File: src/rtl/i8080_bus_bridge_pkg.sv
// Shared constants for the i8080-to-AHB bridge: status bits, FSM encoding, cycle and space types.
// The optional error capture is enabled by defining I8080_BRIDGE_ERR_CAPTURE_EN.
package i8080_bridge_pkg;

  localparam int unsigned CPU_AW = 16;
  localparam int unsigned CPU_DW = 8;
  localparam int unsigned AHB_AW = 32;

  // Bit positions inside the i8080 status word
  localparam int unsigned ST_INTA = 0;
  localparam int unsigned ST_WO_N = 1;
  localparam int unsigned ST_HLTA = 3;
  localparam int unsigned ST_OUT  = 4;
  localparam int unsigned ST_INP  = 6;
  localparam int unsigned ST_MEMR = 7;

  localparam logic [2:0] S_IDLE   = 3'd0;
  localparam logic [2:0] S_STATUS = 3'd1;
  localparam logic [2:0] S_ISSUE  = 3'd2;
  localparam logic [2:0] S_ACCEPT = 3'd3;
  localparam logic [2:0] S_WAIT   = 3'd4;
  localparam logic [2:0] S_DONE   = 3'd5;

  typedef enum logic [1:0] {CYC_RD, CYC_WR, CYC_INTA, CYC_HALT} cyc_e;
  typedef enum logic {SPACE_MEM, SPACE_IO} space_e;

  // Only the status bits the bridge acts on
  typedef struct packed {
    logic memr;
    logic inp;
    logic out;
    logic hlta;
    logic wo_n;
    logic inta;
  } status_t;

  // Map a CPU address into the memory or I/O AHB window
  function automatic logic [AHB_AW-1:0] ahb_map(space_e space, logic [CPU_AW-1:0] addr,
                                                logic [AHB_AW-1:0] mem_base,
                                                logic [AHB_AW-1:0] io_base);
    if (space == SPACE_IO) return io_base + {24'h0, addr[7:0]};
    return mem_base + {16'h0, addr};
  endfunction

endpackage

File: src/rtl/i8080_bus_bridge_if.sv
// CPU-side and AHB-request-side signals of the bridge.
// master = bridge view, slave = CPU/AHB environment view.
// Error-capture outputs exist only when I8080_BRIDGE_ERR_CAPTURE_EN is defined.
interface i8080_bus_bridge_if;
  logic        cpu_sync;
  logic        cpu_dbin;
  logic [15:0] cpu_addr;
  logic [7:0]  cpu_data_in;
  logic [7:0]  cpu_data_out;
  logic        cpu_data_oe;
  logic        cpu_ready;
  logic        ahb_read;
  logic        ahb_write;
  logic [31:0] ahb_addr;
  logic [7:0]  ahb_datain;
  logic [7:0]  ahb_dataout;
  logic        ahb_valid;
  logic        ahb_busy;
  logic [1:0]  ahb_resp;
`ifdef I8080_BRIDGE_ERR_CAPTURE_EN
  logic        err_irq;
  logic [31:0] err_addr;

  modport master (
    input  cpu_sync, cpu_dbin, cpu_addr, cpu_data_in, ahb_dataout, ahb_valid, ahb_busy, ahb_resp,
    output cpu_data_out, cpu_data_oe, cpu_ready, ahb_read, ahb_write, ahb_addr, ahb_datain,
           err_irq, err_addr
  );
  modport slave (
    output cpu_sync, cpu_dbin, cpu_addr, cpu_data_in, ahb_dataout, ahb_valid, ahb_busy, ahb_resp,
    input  cpu_data_out, cpu_data_oe, cpu_ready, ahb_read, ahb_write, ahb_addr, ahb_datain,
           err_irq, err_addr
  );
`else
  modport master (
    input  cpu_sync, cpu_dbin, cpu_addr, cpu_data_in, ahb_dataout, ahb_valid, ahb_busy, ahb_resp,
    output cpu_data_out, cpu_data_oe, cpu_ready, ahb_read, ahb_write, ahb_addr, ahb_datain
  );
  modport slave (
    output cpu_sync, cpu_dbin, cpu_addr, cpu_data_in, ahb_dataout, ahb_valid, ahb_busy, ahb_resp,
    input  cpu_data_out, cpu_data_oe, cpu_ready, ahb_read, ahb_write, ahb_addr, ahb_datain
  );
`endif
endinterface

File: src/rtl/i8080_bus_bridge_sync_2ff.sv
// Two-flop synchroniser for asynchronous CPU strobes, reset to 0.
module sync_2ff #(
  parameter int unsigned WIDTH = 1
) (
  input  logic             clk,
  input  logic             resetn,
  input  logic [WIDTH-1:0] d,
  output logic [WIDTH-1:0] q
);
  logic [WIDTH-1:0] meta_q, meta_d;
  logic [WIDTH-1:0] sync_q, sync_d;

  // Shift the input through the two stages
  always_comb begin
    meta_d = d;
    sync_d = meta_q;
  end

  // Synchroniser flops
  always_ff @(posedge clk or negedge resetn) begin
    if (!resetn) begin
      meta_q <= '0;
      sync_q <= '0;
    end else begin
      meta_q <= meta_d;
      sync_q <= sync_d;
    end
  end

  assign q = sync_q;
endmodule

File: src/rtl/i8080_bus_bridge.sv
// i8080 machine-cycle decoder that turns CPU bus cycles into single-byte AHB requests,
// stalling the CPU through READY until the AHB side completes.
// Define I8080_BRIDGE_ERR_CAPTURE_EN to add err_irq/err_addr error capture.
module i8080_bus_bridge
  import i8080_bridge_pkg::*;
#(
  parameter logic [31:0] MEM_BASE    = 32'h2000_0000,
  parameter logic [31:0] IO_BASE     = 32'h4000_0000,
  parameter logic [7:0]  INTA_VECTOR = 8'hFF
) (
  input  logic              clk,
  input  logic              resetn,
  i8080_bus_bridge_if.master bus
);
  logic sync_s, dbin_s;
  logic sync_prev_q, sync_prev_d, dbin_prev_q, dbin_prev_d;
  logic [2:0]        state_q, state_d;
  cyc_e              cyc_q, cyc_d;
  status_t           status_q, status_d;
  logic [CPU_AW-1:0] addr_q, addr_d;
  logic              ready_q, ready_d;
  logic              oe_q, oe_d;
  logic [CPU_DW-1:0] data_out_q, data_out_d;
  logic              rd_q, rd_d, wr_q, wr_d;
  logic [AHB_AW-1:0] ahb_addr_q, ahb_addr_d;
  logic [CPU_DW-1:0] datain_q, datain_d;
  logic              sync_rise, sync_fall, dbin_fall;
  space_e            space_c;
`ifdef I8080_BRIDGE_ERR_CAPTURE_EN
  logic              err_flag_q, err_flag_d, err_irq_q, err_irq_d;
  logic [AHB_AW-1:0] err_addr_q, err_addr_d;
  logic              err_hit;
`else
  logic              unused_resp;
  assign unused_resp = ^bus.ahb_resp;
`endif

  sync_2ff #(.WIDTH(1)) u_sync_sync (.clk(clk), .resetn(resetn), .d(bus.cpu_sync), .q(sync_s));
  sync_2ff #(.WIDTH(1)) u_sync_dbin (.clk(clk), .resetn(resetn), .d(bus.cpu_dbin), .q(dbin_s));

  assign sync_rise = sync_s & ~sync_prev_q;
  assign sync_fall = ~sync_s & sync_prev_q;
  assign dbin_fall = ~dbin_s & dbin_prev_q;
  assign space_c   = (status_q.inp | status_q.out) ? SPACE_IO : SPACE_MEM;

  // Machine-cycle FSM: next state and registered output values
  always_comb begin
    state_d     = state_q;
    cyc_d       = cyc_q;
    status_d    = status_q;
    addr_d      = addr_q;
    ready_d     = ready_q;
    data_out_d  = data_out_q;
    ahb_addr_d  = ahb_addr_q;
    datain_d    = datain_q;
    rd_d        = 1'b0;
    wr_d        = 1'b0;
    sync_prev_d = sync_s;
    dbin_prev_d = dbin_s;
`ifdef I8080_BRIDGE_ERR_CAPTURE_EN
    err_flag_d  = err_flag_q;
    err_irq_d   = 1'b0;
    err_addr_d  = err_addr_q;
    err_hit     = err_flag_q | (bus.ahb_resp != 2'b00);
`endif
    case (state_q)
      S_IDLE: begin
        if (sync_rise) begin
          status_d = '{memr: bus.cpu_data_in[ST_MEMR], inp: bus.cpu_data_in[ST_INP],
                       out: bus.cpu_data_in[ST_OUT], hlta: bus.cpu_data_in[ST_HLTA],
                       wo_n: bus.cpu_data_in[ST_WO_N], inta: bus.cpu_data_in[ST_INTA]};
          addr_d   = bus.cpu_addr;
          ready_d  = 1'b0;
          state_d  = S_STATUS;
        end
      end
      S_STATUS: begin
        if (sync_fall) begin
          if (status_q.inta) begin
            cyc_d      = CYC_INTA;
            data_out_d = INTA_VECTOR;
            ready_d    = 1'b1;
            state_d    = S_DONE;
          end else if (status_q.hlta) begin
            cyc_d   = CYC_HALT;
            ready_d = 1'b1;
            state_d = S_IDLE;
          end else if (status_q.memr | status_q.inp) begin
            cyc_d      = CYC_RD;
            ahb_addr_d = ahb_map(space_c, addr_q, MEM_BASE, IO_BASE);
            state_d    = S_ISSUE;
          end else if (!status_q.wo_n) begin
            cyc_d      = CYC_WR;
            ahb_addr_d = ahb_map(space_c, addr_q, MEM_BASE, IO_BASE);
            datain_d   = bus.cpu_data_in;
            state_d    = S_ISSUE;
          end else begin
            // No bus action implied by the status word: release the CPU
            cyc_d   = CYC_HALT;
            ready_d = 1'b1;
            state_d = S_IDLE;
          end
        end
      end
      S_ISSUE: begin
        if (!bus.ahb_busy) begin
          rd_d    = (cyc_q == CYC_RD);
          wr_d    = (cyc_q != CYC_RD);
          state_d = S_ACCEPT;
        end
      end
      S_ACCEPT: begin
        if (bus.ahb_busy) state_d = S_WAIT;
      end
      S_WAIT: begin
        if ((cyc_q == CYC_RD) ? bus.ahb_valid : !bus.ahb_busy) begin
          if (cyc_q == CYC_RD) data_out_d = bus.ahb_dataout;
          ready_d = 1'b1;
          state_d = S_DONE;
`ifdef I8080_BRIDGE_ERR_CAPTURE_EN
          err_flag_d = 1'b0;
          if (err_hit) begin
            err_irq_d  = 1'b1;
            err_addr_d = ahb_addr_q;
            if (cyc_q == CYC_RD) data_out_d = 8'hFF;
          end
        end else begin
          err_flag_d = err_hit;
`endif
        end
      end
      S_DONE: begin
        if (cyc_q == CYC_WR || dbin_fall) state_d = S_IDLE;
      end
      default: state_d = S_IDLE;
    endcase
    oe_d = (state_d == S_DONE) && (cyc_d != CYC_WR) && dbin_s;
  end

  // State and output registers
  always_ff @(posedge clk or negedge resetn) begin
    if (!resetn) begin
      state_q     <= S_IDLE;
      cyc_q       <= CYC_HALT;
      status_q    <= '0;
      addr_q      <= '0;
      ready_q     <= 1'b0;
      oe_q        <= 1'b0;
      data_out_q  <= '0;
      rd_q        <= 1'b0;
      wr_q        <= 1'b0;
      ahb_addr_q  <= '0;
      datain_q    <= '0;
      sync_prev_q <= 1'b0;
      dbin_prev_q <= 1'b0;
`ifdef I8080_BRIDGE_ERR_CAPTURE_EN
      err_flag_q  <= 1'b0;
      err_irq_q   <= 1'b0;
      err_addr_q  <= '0;
`endif
    end else begin
      state_q     <= state_d;
      cyc_q       <= cyc_d;
      status_q    <= status_d;
      addr_q      <= addr_d;
      ready_q     <= ready_d;
      oe_q        <= oe_d;
      data_out_q  <= data_out_d;
      rd_q        <= rd_d;
      wr_q        <= wr_d;
      ahb_addr_q  <= ahb_addr_d;
      datain_q    <= datain_d;
      sync_prev_q <= sync_prev_d;
      dbin_prev_q <= dbin_prev_d;
`ifdef I8080_BRIDGE_ERR_CAPTURE_EN
      err_flag_q  <= err_flag_d;
      err_irq_q   <= err_irq_d;
      err_addr_q  <= err_addr_d;
`endif
    end
  end

  assign bus.cpu_ready    = ready_q;
  assign bus.cpu_data_oe  = oe_q;
  assign bus.cpu_data_out = data_out_q;
  assign bus.ahb_read     = rd_q;
  assign bus.ahb_write    = wr_q;
  assign bus.ahb_addr     = ahb_addr_q;
  assign bus.ahb_datain   = datain_q;
`ifdef I8080_BRIDGE_ERR_CAPTURE_EN
  assign bus.err_irq      = err_irq_q;
  assign bus.err_addr     = err_addr_q;
`endif
endmodule

File: src/flat_wrapper.sv
// flat-port wrapper written by rule: the top's interface ports become plain ports
module i8080_bus_bridge_flat import i8080_bridge_pkg::*;
#(
  parameter logic [31:0] MEM_BASE    = 32'h2000_0000,
  parameter logic [31:0] IO_BASE     = 32'h4000_0000,
  parameter logic [7:0]  INTA_VECTOR = 8'hFF
)
  (clk, resetn, bus_cpu_sync, bus_cpu_dbin, bus_cpu_addr, bus_cpu_data_in, bus_ahb_dataout, bus_ahb_valid, bus_ahb_busy, bus_ahb_resp, bus_cpu_data_out, bus_cpu_data_oe, bus_cpu_ready, bus_ahb_read, bus_ahb_write, bus_ahb_addr, bus_ahb_datain);
  i8080_bus_bridge_if bus_i ();
  input  logic clk;
  input  logic resetn;
  input wire logic [$bits(bus_i.cpu_sync)-1:0] bus_cpu_sync;
  input wire logic [$bits(bus_i.cpu_dbin)-1:0] bus_cpu_dbin;
  input wire logic [$bits(bus_i.cpu_addr)-1:0] bus_cpu_addr;
  input wire logic [$bits(bus_i.cpu_data_in)-1:0] bus_cpu_data_in;
  input wire logic [$bits(bus_i.ahb_dataout)-1:0] bus_ahb_dataout;
  input wire logic [$bits(bus_i.ahb_valid)-1:0] bus_ahb_valid;
  input wire logic [$bits(bus_i.ahb_busy)-1:0] bus_ahb_busy;
  input wire logic [$bits(bus_i.ahb_resp)-1:0] bus_ahb_resp;
  output wire logic [$bits(bus_i.cpu_data_out)-1:0] bus_cpu_data_out;
  output wire logic [$bits(bus_i.cpu_data_oe)-1:0] bus_cpu_data_oe;
  output wire logic [$bits(bus_i.cpu_ready)-1:0] bus_cpu_ready;
  output wire logic [$bits(bus_i.ahb_read)-1:0] bus_ahb_read;
  output wire logic [$bits(bus_i.ahb_write)-1:0] bus_ahb_write;
  output wire logic [$bits(bus_i.ahb_addr)-1:0] bus_ahb_addr;
  output wire logic [$bits(bus_i.ahb_datain)-1:0] bus_ahb_datain;
  assign bus_i.cpu_sync = bus_cpu_sync;
  assign bus_i.cpu_dbin = bus_cpu_dbin;
  assign bus_i.cpu_addr = bus_cpu_addr;
  assign bus_i.cpu_data_in = bus_cpu_data_in;
  assign bus_i.ahb_dataout = bus_ahb_dataout;
  assign bus_i.ahb_valid = bus_ahb_valid;
  assign bus_i.ahb_busy = bus_ahb_busy;
  assign bus_i.ahb_resp = bus_ahb_resp;
  assign bus_cpu_data_out = bus_i.cpu_data_out;
  assign bus_cpu_data_oe = bus_i.cpu_data_oe;
  assign bus_cpu_ready = bus_i.cpu_ready;
  assign bus_ahb_read = bus_i.ahb_read;
  assign bus_ahb_write = bus_i.ahb_write;
  assign bus_ahb_addr = bus_i.ahb_addr;
  assign bus_ahb_datain = bus_i.ahb_datain;
  i8080_bus_bridge #(.MEM_BASE(MEM_BASE), .IO_BASE(IO_BASE), .INTA_VECTOR(INTA_VECTOR)) u_core (.clk(clk), .resetn(resetn), .bus(bus_i));
endmodule
File: config.mk
export PLATFORM = sky130hd
export DESIGN_NAME = i8080_bus_bridge_flat
export DESIGN_NICKNAME = d
export VERILOG_FILES = /design/src/rtl/i8080_bus_bridge_pkg.sv /design/src/rtl/i8080_bus_bridge_if.sv /design/src/rtl/i8080_bus_bridge_sync_2ff.sv /design/src/rtl/i8080_bus_bridge.sv /design/src/flat_wrapper.sv
export SDC_FILE = /design/constraint.sdc
export NUM_CORES = 1
export LEC_CHECK = 0
export CORE_MARGIN = 5
export CORE_UTILIZATION = 50
export CTS_CLUSTER_DIAMETER = 30
export CTS_CLUSTER_SIZE = 28
export DETAILED_ROUTE_END_ITERATION = 10
export PLACE_DENSITY = 0.84
export SLEW_MARGIN = 25
export SYNTH_ARGS = -nofsm -noshare
export SYNTH_HDL_FRONTEND = slang
export SYNTH_SLANG_ARGS = --single-unit
File: constraint.sdc
create_clock -name clk -period 3.2 [get_ports clk]
set_input_delay 0.96 -clock clk [delete_from_list [all_inputs] [get_ports clk]]
set_output_delay 0.96 -clock clk [all_outputs]
set_load 0.01 [all_outputs]
==> flow_metrics.py, run 1 <==
metrics = {
    "critical_path": {
        "path_delay_family": "buffers and inverters",
        "r2r_start": "u_core.state_q[0]$_DFF_PN0_",
        "slowest_stage": "clkdlybuf4s50_1",
        "rr_endpoint": "u_core.status_q[3]$_DFFE_PN0P_",
        "end_kind": "primary output",
        "critPathRequiredTime_ns": 2.24,
        "path_class": "reg -> out",
        "cp_cell_sequence": "clkdlybuf4s50_1",
        "critPathBufInv": 1,
        "path_max_fanout": 2,
        "worstPathArrival_ns": 1.26,
        "critPathMaxStageDelay_ns": 0.57,
        "ff2ff_setup_slack_ns": 1.12,
        "start_kind": "flip-flop",
        "reg2reg_depth": 3,
    },
    "sta": {
        "timing_hold_violations_final": 0,
        "fin_crit_sh": 0.6930,
        "fin_crit_ns": 2.217,
        "hold_ws_ns": 0.3516,
        "tightest_slew_ns": 0.8739,
        "rsz0062_at_grt": "false",
        "clock_skew_ns": 0.009195,
        "fmax_ghz": 0.4510,
        "tns_ns": 0,
        "final-max-slew-violation-count": 0,
        "relSlewSlack": 0.4174,
        "setup_violations": 0,
    },
    "power_and_ir_drop": {
        "ir_worst_vdd_mv": 0.4891,
        "p_seq_frac": 0.444,
        "pwr-share-comb": 0.343,
        "cellLeakagePower_nw": 1.688,
        "powerDensity_nw_per_um2": 832.3,
        "p_clk_frac": 0.213,
        "p_switching_mw": 1.021,
        "p_int_mw": 2.312,
        "sw_frac_of_total": 0.3063,
    },
    "grt": {
        "grt_pass1_wl_um": 10230,
        "grt_pass1_vias": 2101,
        "grt_start_max_net_pins": 72,
        "grt-ovfl-total": 0,
        "antenna_found_initial": 0,
        "grt.total_usage": 0.1753,
    },
    "logic_synthesis": {
        "post-synth-top-area-cell": "dfrtp_1",
        "synthTopCellsByArea": "dfrtp_1 (56%), mux2_2 (17%), buf_4 (4.2%), o21ai_2 (2.3%), nand2b_1 (2.2%)",
        "yosysUniqueCellTypes": 39,
        "synthArstFlopShare": 1.000,
        "ys_seq_elements": 71,
        "yosys_warnings": 0,
        "syn_inst": 229,
        "synth_top_area_share": 0.5640,
        "synth_edf_count": 0,
        "ys_seq_area_frac": 0.5811,
        "synth_area_per_cell_um2": 13.37,
        "syn_area_um2": 3062,
        "yosys_most_used_dff": "dfrtp_1",
    },
    "detailed_routing": {
        "drtPass1Iterations": 4,
        "vias": 1939,
        "routed.top_layer": "met4",
        "drc_errors": 0,
        "first_iter_violations": 120,
        "met1_length_um": 2591,
        "wl_met3_um": 462,
        "wirelength_um": 6121,
        "wl_met2_um": 2914,
        "wl_per_cell_um": 15.78,
        "ant_nets": 0,
        "vias_per_cell": 4.997,
    },
    "place": {
        "placed_area_um2": 3806,
        "gp_congestion": 0.7898,
        "portBuffers": 75,
        "dp.cells": 373,
        "dp_hpwl_um": 4396,
    },
    "clocking": {
        "clock_path_buffers": 2,
        "cts_setup_buffers": 0,
        "cts_sinks": 71,
        "clockRootBuffer": "clkbuf_8",
        "cts_buffers": 9,
        "cts_tree": "built",
        "path_clk_slew_ns": 0.07,
        "clk_latency_ns": 0.34,
        "hold_buffers": 0,
        "cts-resized-gates": 0,
        "htree_levels": 3,
    },
    "final_layout": {
        "diodes": 0,
        "multi_input_area_um2": 1102,
        "layout-drive-gt1-share": 0.2684,
        "area_growth_pct": 30.77,
        "register_area_um2": 1779,
        "fin_nets": 349,
        "fin_cells": 388,
        "stdcell_area_um2": 4004,
        "nFillCells": 467,
    },
    "job": {
        "drv_cap": 0,
    },
    "floorplanning": {
        "dieHeight_um": 88.25,
        "die_w_um": 88.25,
        "start_util": 0.5171,
        "rows": 28,
        "io_pins": 92,
        "coreArea_um2": 5921,
        "die_area_um2": 7788,
    },
    "hold_path": {
        "min_from": "u_core.u_sync_dbin.meta_q$_DFF_PN0_",
        "hold_depth": 0,
        "hold_end": "u_core.u_sync_dbin.q$_DFF_PN0_",
        "worstHoldPathType": "reg -> reg",
    },
    "outcome": {
        "status": "finished, final reports clean",
    },
}
==> final cells by class <==
class                   count  area share
repair buffers             78      0.1925
inverters                  16     0.01500
well taps                  75     0.02344
clock buffers              12     0.03875
clock inverters             3     0.01062
multi-input cells         133      0.2753
flip-flops and latches     71      0.4444
==> logic make-up (layout without fill, tap and decap cells) <==
group | Yosys count | after routing | synth area share
flip-flops | 71 | 71 | 0.5811
multiplexers | 47 | 47 | 0.1725
AND/OR/NAND/NOR | 45 | 45 | 0.09441
buffers and inverters | 38 | 109 | 0.07478
AO/OA/AOI/OAI | 27 | 27 | 0.07602
other | 1 | 14 | 0.001225
==> registers in the layout (all words and copies together) (netlist names) <==
name and cells:
u_core.addr_q 16, u_core.bus.ahb_addr 18, u_core.bus.ahb_datain 8, u_core.bus.ahb_read 1, u_core.bus.ahb_write 1, u_core.bus.cpu_data_oe 1, u_core.bus.cpu_data_out 8, u_core.bus.cpu_ready 1
u_core.cyc_q 2, u_core.dbin_prev_q 1, u_core.state_q 3, u_core.status_q 6, u_core.sync_prev_q 1, u_core.u_sync_dbin.meta_q 1, u_core.u_sync_dbin.q 1, u_core.u_sync_sync.meta_q 1
u_core.u_sync_sync.q 1
==> power groups by stage <==
stage,clock network [mW],registers (mW),logic [mW]
floorplan,0,1.50,0.624
global placement,0,1.47,1.12
detailed placement,0,1.50,1.15
CTS,0.724,1.48,1.16
global route,0.774,1.53,1.25
finish,0.711,1.48,1.14
==> per-layer routing <==
layer  GRT usage  vias to the layer above
met5           0                        -
li1            -                      916
met2      0.2733                       65
met4     0.07692                        0
met3     0.05773                       17
met1      0.2246                      941
==> synthesized netlist by cell type (all sizes together), types with 2 or more instances <==
cell and number:
a2111oi 2, a21oi 4, a2bb2oi 2, a32oi 2, buf 22, dfrtp 69, dfstp 2, inv 16
mux2 46, nand2 5, nand2b 11, nand3 8, nor2 10, nor2b 3, nor3 2, o21ai 11
or2 2
==> placed cells by master, fill, tap and decap left out, types with 2 or more instances in the layout <==
cell type        count
nor2_1               8
o21ai_0              3
a2bb2oi_1            2
conb_1              14
clkbuf_8            11
nand3_1              8
nor2_2               2
nand2_1              5
a21oi_1              3
dfstp_2              2
o21ai_2              8
mux2_2              45
nor2b_1              3
buf_4                4
nand2b_1            11
inv_1               16
dfrtp_1             69
clkdlybuf4s50_1     74
a32oi_1              2
==> metrics by stage <==
step	total power [mW]	utilization	worst slack (ns)
after floorplan	2.121	-	1.406
after global placement	2.595	0.6429	0.7608
after detailed placement	2.651	0.6429	0.7203
after CTS	3.369	0.6762	0.9698
after global routing	3.552	0.6762	0.9213
final	3.332	0.6762	0.9825
==> worst max path at each step <==
stage / cells after the start / from / slack, ns / endpoint
2_1_floorplan: 3 / bus_ahb_valid / 1.41 / u_core.bus.cpu_data_out[0]$_DFFE_PN0P_
3_3_place_gp: 4 / bus_ahb_valid / 0.76 / u_core.bus.cpu_data_out[7]$_DFFE_PN0P_
3_5_place_dp: 4 / bus_ahb_valid / 0.72 / u_core.bus.cpu_data_out[6]$_DFFE_PN0P_
4_1_cts: 1 / u_core.bus.ahb_datain[0]$_DFFE_PN0P_ / 0.97 / bus_ahb_datain[0]
5_1_grt: 1 / u_core.bus.ahb_addr[6]$_DFFE_PN0P_ / 0.92 / bus_ahb_addr[6]
6_report: 1 / u_core.bus.ahb_datain[0]$_DFFE_PN0P_ / 0.98 / bus_ahb_datain[0]
(Power assumes the default switching activity.)
==> run 2, diff against run 1 <==
--- a/config.mk
+++ b/config.mk
@@ -6,11 +6,11 @@
 export NUM_CORES = 1
 export LEC_CHECK = 0
 export CORE_MARGIN = 5
-export CORE_UTILIZATION = 50
+export CORE_UTILIZATION = 42
 export CTS_CLUSTER_DIAMETER = 30
 export CTS_CLUSTER_SIZE = 28
 export DETAILED_ROUTE_END_ITERATION = 10
-export PLACE_DENSITY = 0.84
+export PLACE_DENSITY = 0.76
 export SLEW_MARGIN = 25
 export SYNTH_ARGS = -nofsm -noshare
 export SYNTH_HDL_FRONTEND = slang
==> constraint.sdc (replaced) <==
create_clock -name clk -period 1.9 [get_ports clk]
set_input_delay 0.57 -clock clk [delete_from_list [all_inputs] [get_ports clk]]
set_output_delay 0.57 -clock clk [all_outputs]
set_load 0.01 [all_outputs]
==> run 2 against run 1 <==
  * Non-clock buffer count up 9
  * Register-to-register slack worse by 0.99 ns
  * Sequential power rose by 66%
  * Hold slack got worse by 0.21 ns
  * Critical path type unchanged
  * Largest power group unchanged
==> flow_metrics.py, run 2 (synthesized netlist as in run 1, its figures left out) <==
metrics = {
    "detailed_routing": {
        "wirelength_um": 6055,
        "wl_per_cell_um": 14.35,
        "ant_nets": 0,
        "drtPass1Iterations": 4,
        "first_iter_violations": 32,
        "vias": 1948,
        "drc_errors": 0,
        "vias_per_cell": 4.616,
    },
    "floorplanning": {
        "die_area_um2": 9097,
        "coreArea_um2": 7176,
        "start_util": 0.4267,
        "dieHeight_um": 95.38,
        "die_w_um": 95.38,
        "rows": 31,
        "io_pins": 92,
    },
    "final_layout": {
        "fin_cells": 422,
        "mostFrequentLayoutCells": "clkdlybuf4s50_1 (74), dfrtp_1 (69), mux2_2 (45)",
        "area_growth_pct": 35.23,
        "diodes": 0,
        "postLayoutCoreUtil": 0.5770,
        "layout-drive-gt1-share": 0.2910,
        "largest_reg_flops": 18,
        "layout_commonest_cell": "clkdlybuf4s50_1",
        "fin_nets": 358,
    },
    "critical_path": {
        "cp_cell_sequence": "clkdlybuf4s50_1",
        "path_class": "reg -> out",
        "cp.depth": 1,
        "path_max_fanout": 2,
        "slowest_stage": "clkdlybuf4s50_1",
        "end_kind": "primary output",
        "worstPathArrival_ns": 1.25,
        "critPathBufInv": 1,
        "start_kind": "flip-flop",
        "reg2reg_depth": 4,
        "critPathMaxStageDelay_ns": 0.54,
        "path_delay_family": "buffers and inverters",
        "critPathRequiredTime_ns": 1.33,
    },
    "sta": {
        "tns_ns": 0,
        "relSlewSlack": 0.6477,
        "fin_crit_ns": 1.821,
        "worst_slack_ns": 0.07883,
        "fmax_ghz": 0.5491,
        "rsz0062_at_grt": "false",
        "fin_crit_sh": 0.9585,
        "setup_violations": 0,
        "hold_ws_ns": 0.1373,
        "timing_hold_violations_final": 0,
        "final-max-slew-violation-count": 0,
        "tightest_slew_ns": 0.5255,
        "clock_skew_ns": 0.01014,
    },
    "power_and_ir_drop": {
        "powerDensity_nw_per_um2": 1367,
        "p_seq_frac": 0.434,
        "sw_frac_of_total": 0.3073,
        "cellLeakagePower_nw": 1.736,
        "pwr-share-comb": 0.356,
        "p_int_mw": 3.922,
        "p_switching_mw": 1.740,
        "p_clk_frac": 0.209,
        "ir_worst_vdd_mv": 0.7779,
    },
    "outcome": {
        "status": "finished, final reports clean",
    },
    "place": {
        "pre_cts_ws_ns": -0.03660,
        "dp_hpwl_um": 4504,
        "dp.cells": 406,
        "portBuffers": 75,
        "gp_congestion": 0.8526,
    },
    "clocking": {
        "cts-resized-gates": 0,
        "clk_latency_ns": 0.33,
        "path_clk_slew_ns": 0.08,
        "htree_levels": 3,
        "clockRootBuffer": "clkbuf_8",
        "clock_path_buffers": 2,
        "cts_sinks": 71,
        "cts_buffers": 9,
        "hold_buffers": 0,
        "cts_setup_buffers": 0,
        "cts_tree": "built",
    },
    "grt": {
        "grt_start_max_net_pins": 28,
        "grt_pass1_wl_um": 9818,
        "grt-ovfl-total": 0,
        "grt_pass1_vias": 2072,
        "antenna_found_initial": 0,
        "grt.total_usage": 0.1422,
    },
    "hold_path": {
        "worstHoldPathType": "in -> async",
    },
    "job": {
        "drv_cap": 0,
    },
}
[run 2: cell count changes in the layout (fill, tap and decap cells not counted)]
cell        previous run  this run
buf_12                 0         3
buf_4                  4        10
clkbuf_8              11        10
clkinvlp_4             1         3
[run 2: power groups by stage]
stage	logic (mW)	registers (mW)	clock network, mW
6_report	2.02	2.46	1.19
3_5_place_dp	2.04	2.49	0
2_1_floorplan	1.05	2.52	0
5_1_grt	2.19	2.55	1.29
4_1_cts	2.05	2.47	1.23
3_3_place_gp	2.00	2.46	0
[run 2: final timing paths]
kind / from / to / slack (ns)
min: resetn / u_core.bus.cpu_data_out[0]$_DFFE_PN0P_ / 0.14
max: u_core.bus.cpu_data_out[5]$_DFFE_PN0P_ / bus_cpu_data_out[5] / 0.08
max in group asynchronous: resetn / u_core.bus.ahb_addr[11]$_DFFE_PN0P_ / 1.26
min reg2reg: u_core.u_sync_dbin.meta_q$_DFF_PN0_ / u_core.u_sync_dbin.q$_DFF_PN0_ / 0.35
min in group clk: u_core.u_sync_dbin.meta_q$_DFF_PN0_ / u_core.u_sync_dbin.q$_DFF_PN0_ / 0.35
max reg2reg: u_core.status_q[0]$_DFFE_PN0P_ / u_core.bus.ahb_addr[5]$_DFFE_PN0P_ / 0.13
[run 2: final cells by class]
| cell class | count | area (um^2) |
|---|---|---|
| tap | 99 | 123.9 |
| clock inverter | 5 | 57.56 |
| timing repair buffer | 87 | 875.8 |
| inverter | 16 | 60.06 |
| clock buffer | 11 | 141.4 |
| multi-input combinational | 133 | 1102 |
| sequential | 71 | 1779 |
| fill | 595 | 3035 |
[run 2: routing by layer]
metal	vias to the layer above	GRT usage	wire length (um)
met5	-	0	0
met4	0	0.07464	101
met3	8	0.03473	351
met2	53	0.2286	3079
met1	957	0.1774	2523
li1	930	-	-
[run 2: worst reg2reg max path: cells and delay by family (launching register included)]
family	cells	cell delay, ns
AOI/OAI and AO/OA	1	0.43
buffers and inverters	1	0.19
DFF	1	0.41
muxes	1	0.34
and+or+nand+nor	1	0.28
[run 2: through the flow]
step	power (mW)	instance area (um^2)
floorplan	3.572	3110
global placement	4.461	3941
detailed placement	4.536	3941
CTS	5.749	4140
global route	6.023	4140
finish	5.662	4140
==> run 3, diff against run 2 <==
--- a/config.mk
+++ b/config.mk
@@ -10,7 +10,7 @@
 export CTS_CLUSTER_DIAMETER = 30
 export CTS_CLUSTER_SIZE = 28
 export DETAILED_ROUTE_END_ITERATION = 10
-export PLACE_DENSITY = 0.76
+export PLACE_DENSITY_LB_ADDON = 0.15
 export SLEW_MARGIN = 25
 export SYNTH_ARGS = -nofsm -noshare
 export SYNTH_HDL_FRONTEND = slang
==> run 3 against run 2 <==
  * Critical path depth unchanged
  * First-iteration DRC count increased by 120%
  * Clock power up 11%
  * Clock skew is 0.0019 ns lower
  * Critical endpoint is now bus_ahb_addr[1]
  * Largest cell class unchanged
  * Die area unchanged
  * Fmax up 0.50%
  * Hold slack better by 0.025 ns
  * Sequential share of layout area shrank 0.35 points
  * Critical path type unchanged
  * Total power up 2.3%
  * Global-route usage rose by 0.37 points
  * Utilization is 0.47 points higher
  * Non-clock buffer count unchanged
==> flow_metrics.py, run 3 (synthesized netlist as in run 1, its figures left out) <==
metrics = {
    "outcome": {
        "status": "finished, final reports clean",
    },
    "power_and_ir_drop": {
        "powerDensity_nw_per_um2": 1388,
        "p_int_mw": 4.067,
        "p_switching_mw": 1.726,
        "total_power_mw": 5.793,
        "ir_worst_vdd_mv": 0.7352,
        "cellLeakagePower_nw": 1.760,
        "sw_frac_of_total": 0.2979,
        "p_seq_frac": 0.423,
        "p_clk_frac": 0.227,
        "pwr-share-comb": 0.350,
    },
    "sta": {
        "tns_ns": 0,
        "fin_crit_sh": 0.9537,
        "rsz0062_at_grt": "false",
        "timing_hold_violations_final": 0,
        "hold_ws_ns": 0.1627,
        "setup_violations": 0,
        "fin_crit_ns": 1.812,
        "fmax_ghz": 0.5519,
        "clock_skew_ns": 0.008232,
        "final-max-slew-violation-count": 0,
    },
    "critical_path": {
        "start_kind": "flip-flop",
        "reg2reg_depth": 4,
        "critPathMaxStageDelay_ns": 0.54,
        "path_delay_family": "buffers and inverters",
        "ff2ff_setup_slack_ns": 0.11,
        "critPathRequiredTime_ns": 1.33,
        "slowest_stage": "clkdlybuf4s50_1",
        "path_class": "reg -> out",
        "end_kind": "primary output",
        "path_max_fanout": 2,
        "critPathBufInv": 1,
        "rr_endpoint": "u_core.bus.ahb_addr[2]$_DFFE_PN0P_",
        "r2r_start": "u_core.status_q[0]$_DFFE_PN0P_",
        "worstPathArrival_ns": 1.24,
        "cp_cell_sequence": "clkdlybuf4s50_1",
        "cp.depth": 1,
    },
    "floorplanning": {
        "die_area_um2": 9097,
        "coreArea_um2": 7176,
        "start_util": 0.4267,
        "rows": 31,
        "dieHeight_um": 95.38,
        "die_w_um": 95.38,
        "io_pins": 92,
    },
    "place": {
        "dp.cells": 406,
        "dp_hpwl_um": 4310,
        "portBuffers": 75,
        "gp_congestion": 0.8394,
    },
    "clocking": {
        "cts-resized-gates": 0,
        "path_clk_slew_ns": 0.07,
        "cts_sinks": 71,
        "cts_buffers": 9,
        "htree_levels": 3,
        "clockRootBuffer": "clkbuf_8",
        "clk_latency_ns": 0.33,
        "hold_buffers": 0,
        "clock_path_buffers": 2,
        "cts_tree": "built",
        "cts_setup_buffers": 0,
    },
    "detailed_routing": {
        "first_iter_violations": 69,
        "vias_per_cell": 4.686,
        "vias": 1973,
        "wl_met3_um": 331,
        "wl_met2_um": 2882,
        "wl_per_cell_um": 14.20,
        "routed.top_layer": "met4",
        "wirelength_um": 5980,
        "met1_length_um": 2679,
        "ant_nets": 0,
        "drtPass1Iterations": 4,
        "drc_errors": 0,
    },
    "final_layout": {
        "largest_reg_flops": 18,
        "fin_nets": 358,
        "diodes": 0,
        "mostFrequentLayoutCells": "clkdlybuf4s50_1 (74), dfrtp_1 (69), mux2_2 (45)",
        "postLayoutCoreUtil": 0.5817,
        "fin_cells": 421,
        "layout_commonest_cell": "clkdlybuf4s50_1",
        "layout-drive-gt1-share": 0.2919,
        "area_growth_pct": 36.33,
    },
    "grt": {
        "grt_start_max_net_pins": 31,
        "grt_pass1_wl_um": 9963,
        "antenna_found_initial": 0,
        "grt-ovfl-total": 0,
        "grt_pass1_vias": 2055,
        "grt.total_usage": 0.1459,
    },
    "hold_path": {
        "worstHoldPathType": "in -> async",
    },
    "job": {
        "drv_cap": 0,
    },
}
[run 3: changes by cell type in the layout (fill, tap and decap cells not counted), sizes merged]
cell | previous run | this run
clkinvlp | 3 | 0
clkinv | 1 | 3
bufinv | 1 | 2
clkbuf | 11 | 10
[run 3: routing by layer]
metal  global-route usage  vias to the layer above
met4              0.06754                        0
met5                    0                        -
li1                     -                      934
met1               0.1909                      978
met2               0.2274                       53
met3              0.03788                        8
[run 3: how the worst max path moves through the flow]
stage	endpoint	startpoint	slack, ns
2_1_floorplan	u_core.addr_q[0]$_DFFE_PN0P_	u_core.state_q[1]$_DFF_PN0_	0.26
3_3_place_gp	u_core.bus.cpu_data_out[0]$_DFFE_PN0P_	bus_ahb_valid	-0.03
3_5_place_dp	u_core.bus.cpu_data_oe$_DFF_PN0_	bus_ahb_valid	-0.06
4_1_cts	bus_ahb_addr[1]	u_core.bus.ahb_addr[1]$_DFFE_PN0P_	0.05
5_1_grt	bus_ahb_datain[0]	u_core.bus.ahb_datain[0]$_DFFE_PN0P_	0.01
6_report	bus_ahb_addr[1]	u_core.bus.ahb_addr[1]$_DFFE_PN0P_	0.09
[run 3: cell type report]
cell class	count	area (um^2)
repair buffers	87	888.4
inverters	16	60.06
flip-flops and latches	71	1779
multi-input cells	133	1102
clock inverters	5	82.58
clock buffers	10	137.6
well taps	99	123.9
fillers	598	3002
[run 3: power groups by stage]
stage	combinational (mW)	clock, mW	sequential (mW)
floorplan	1.05	0	2.52
global placement	2.03	0	2.46
detailed placement	2.05	0	2.49
CTS	2.06	1.36	2.46
global route	2.21	1.42	2.54
finish	2.03	1.32	2.45
[run 3: through the flow]
stage | worst slack [ns] | cell area (um^2)
6_report | 0.08796 | 4174
5_1_grt | 0.009787 | 4174
4_1_cts | 0.05388 | 4174
3_5_place_dp | -0.05590 | 3954
3_3_place_gp | -0.03279 | 3954
2_1_floorplan | 0.2618 | 3110
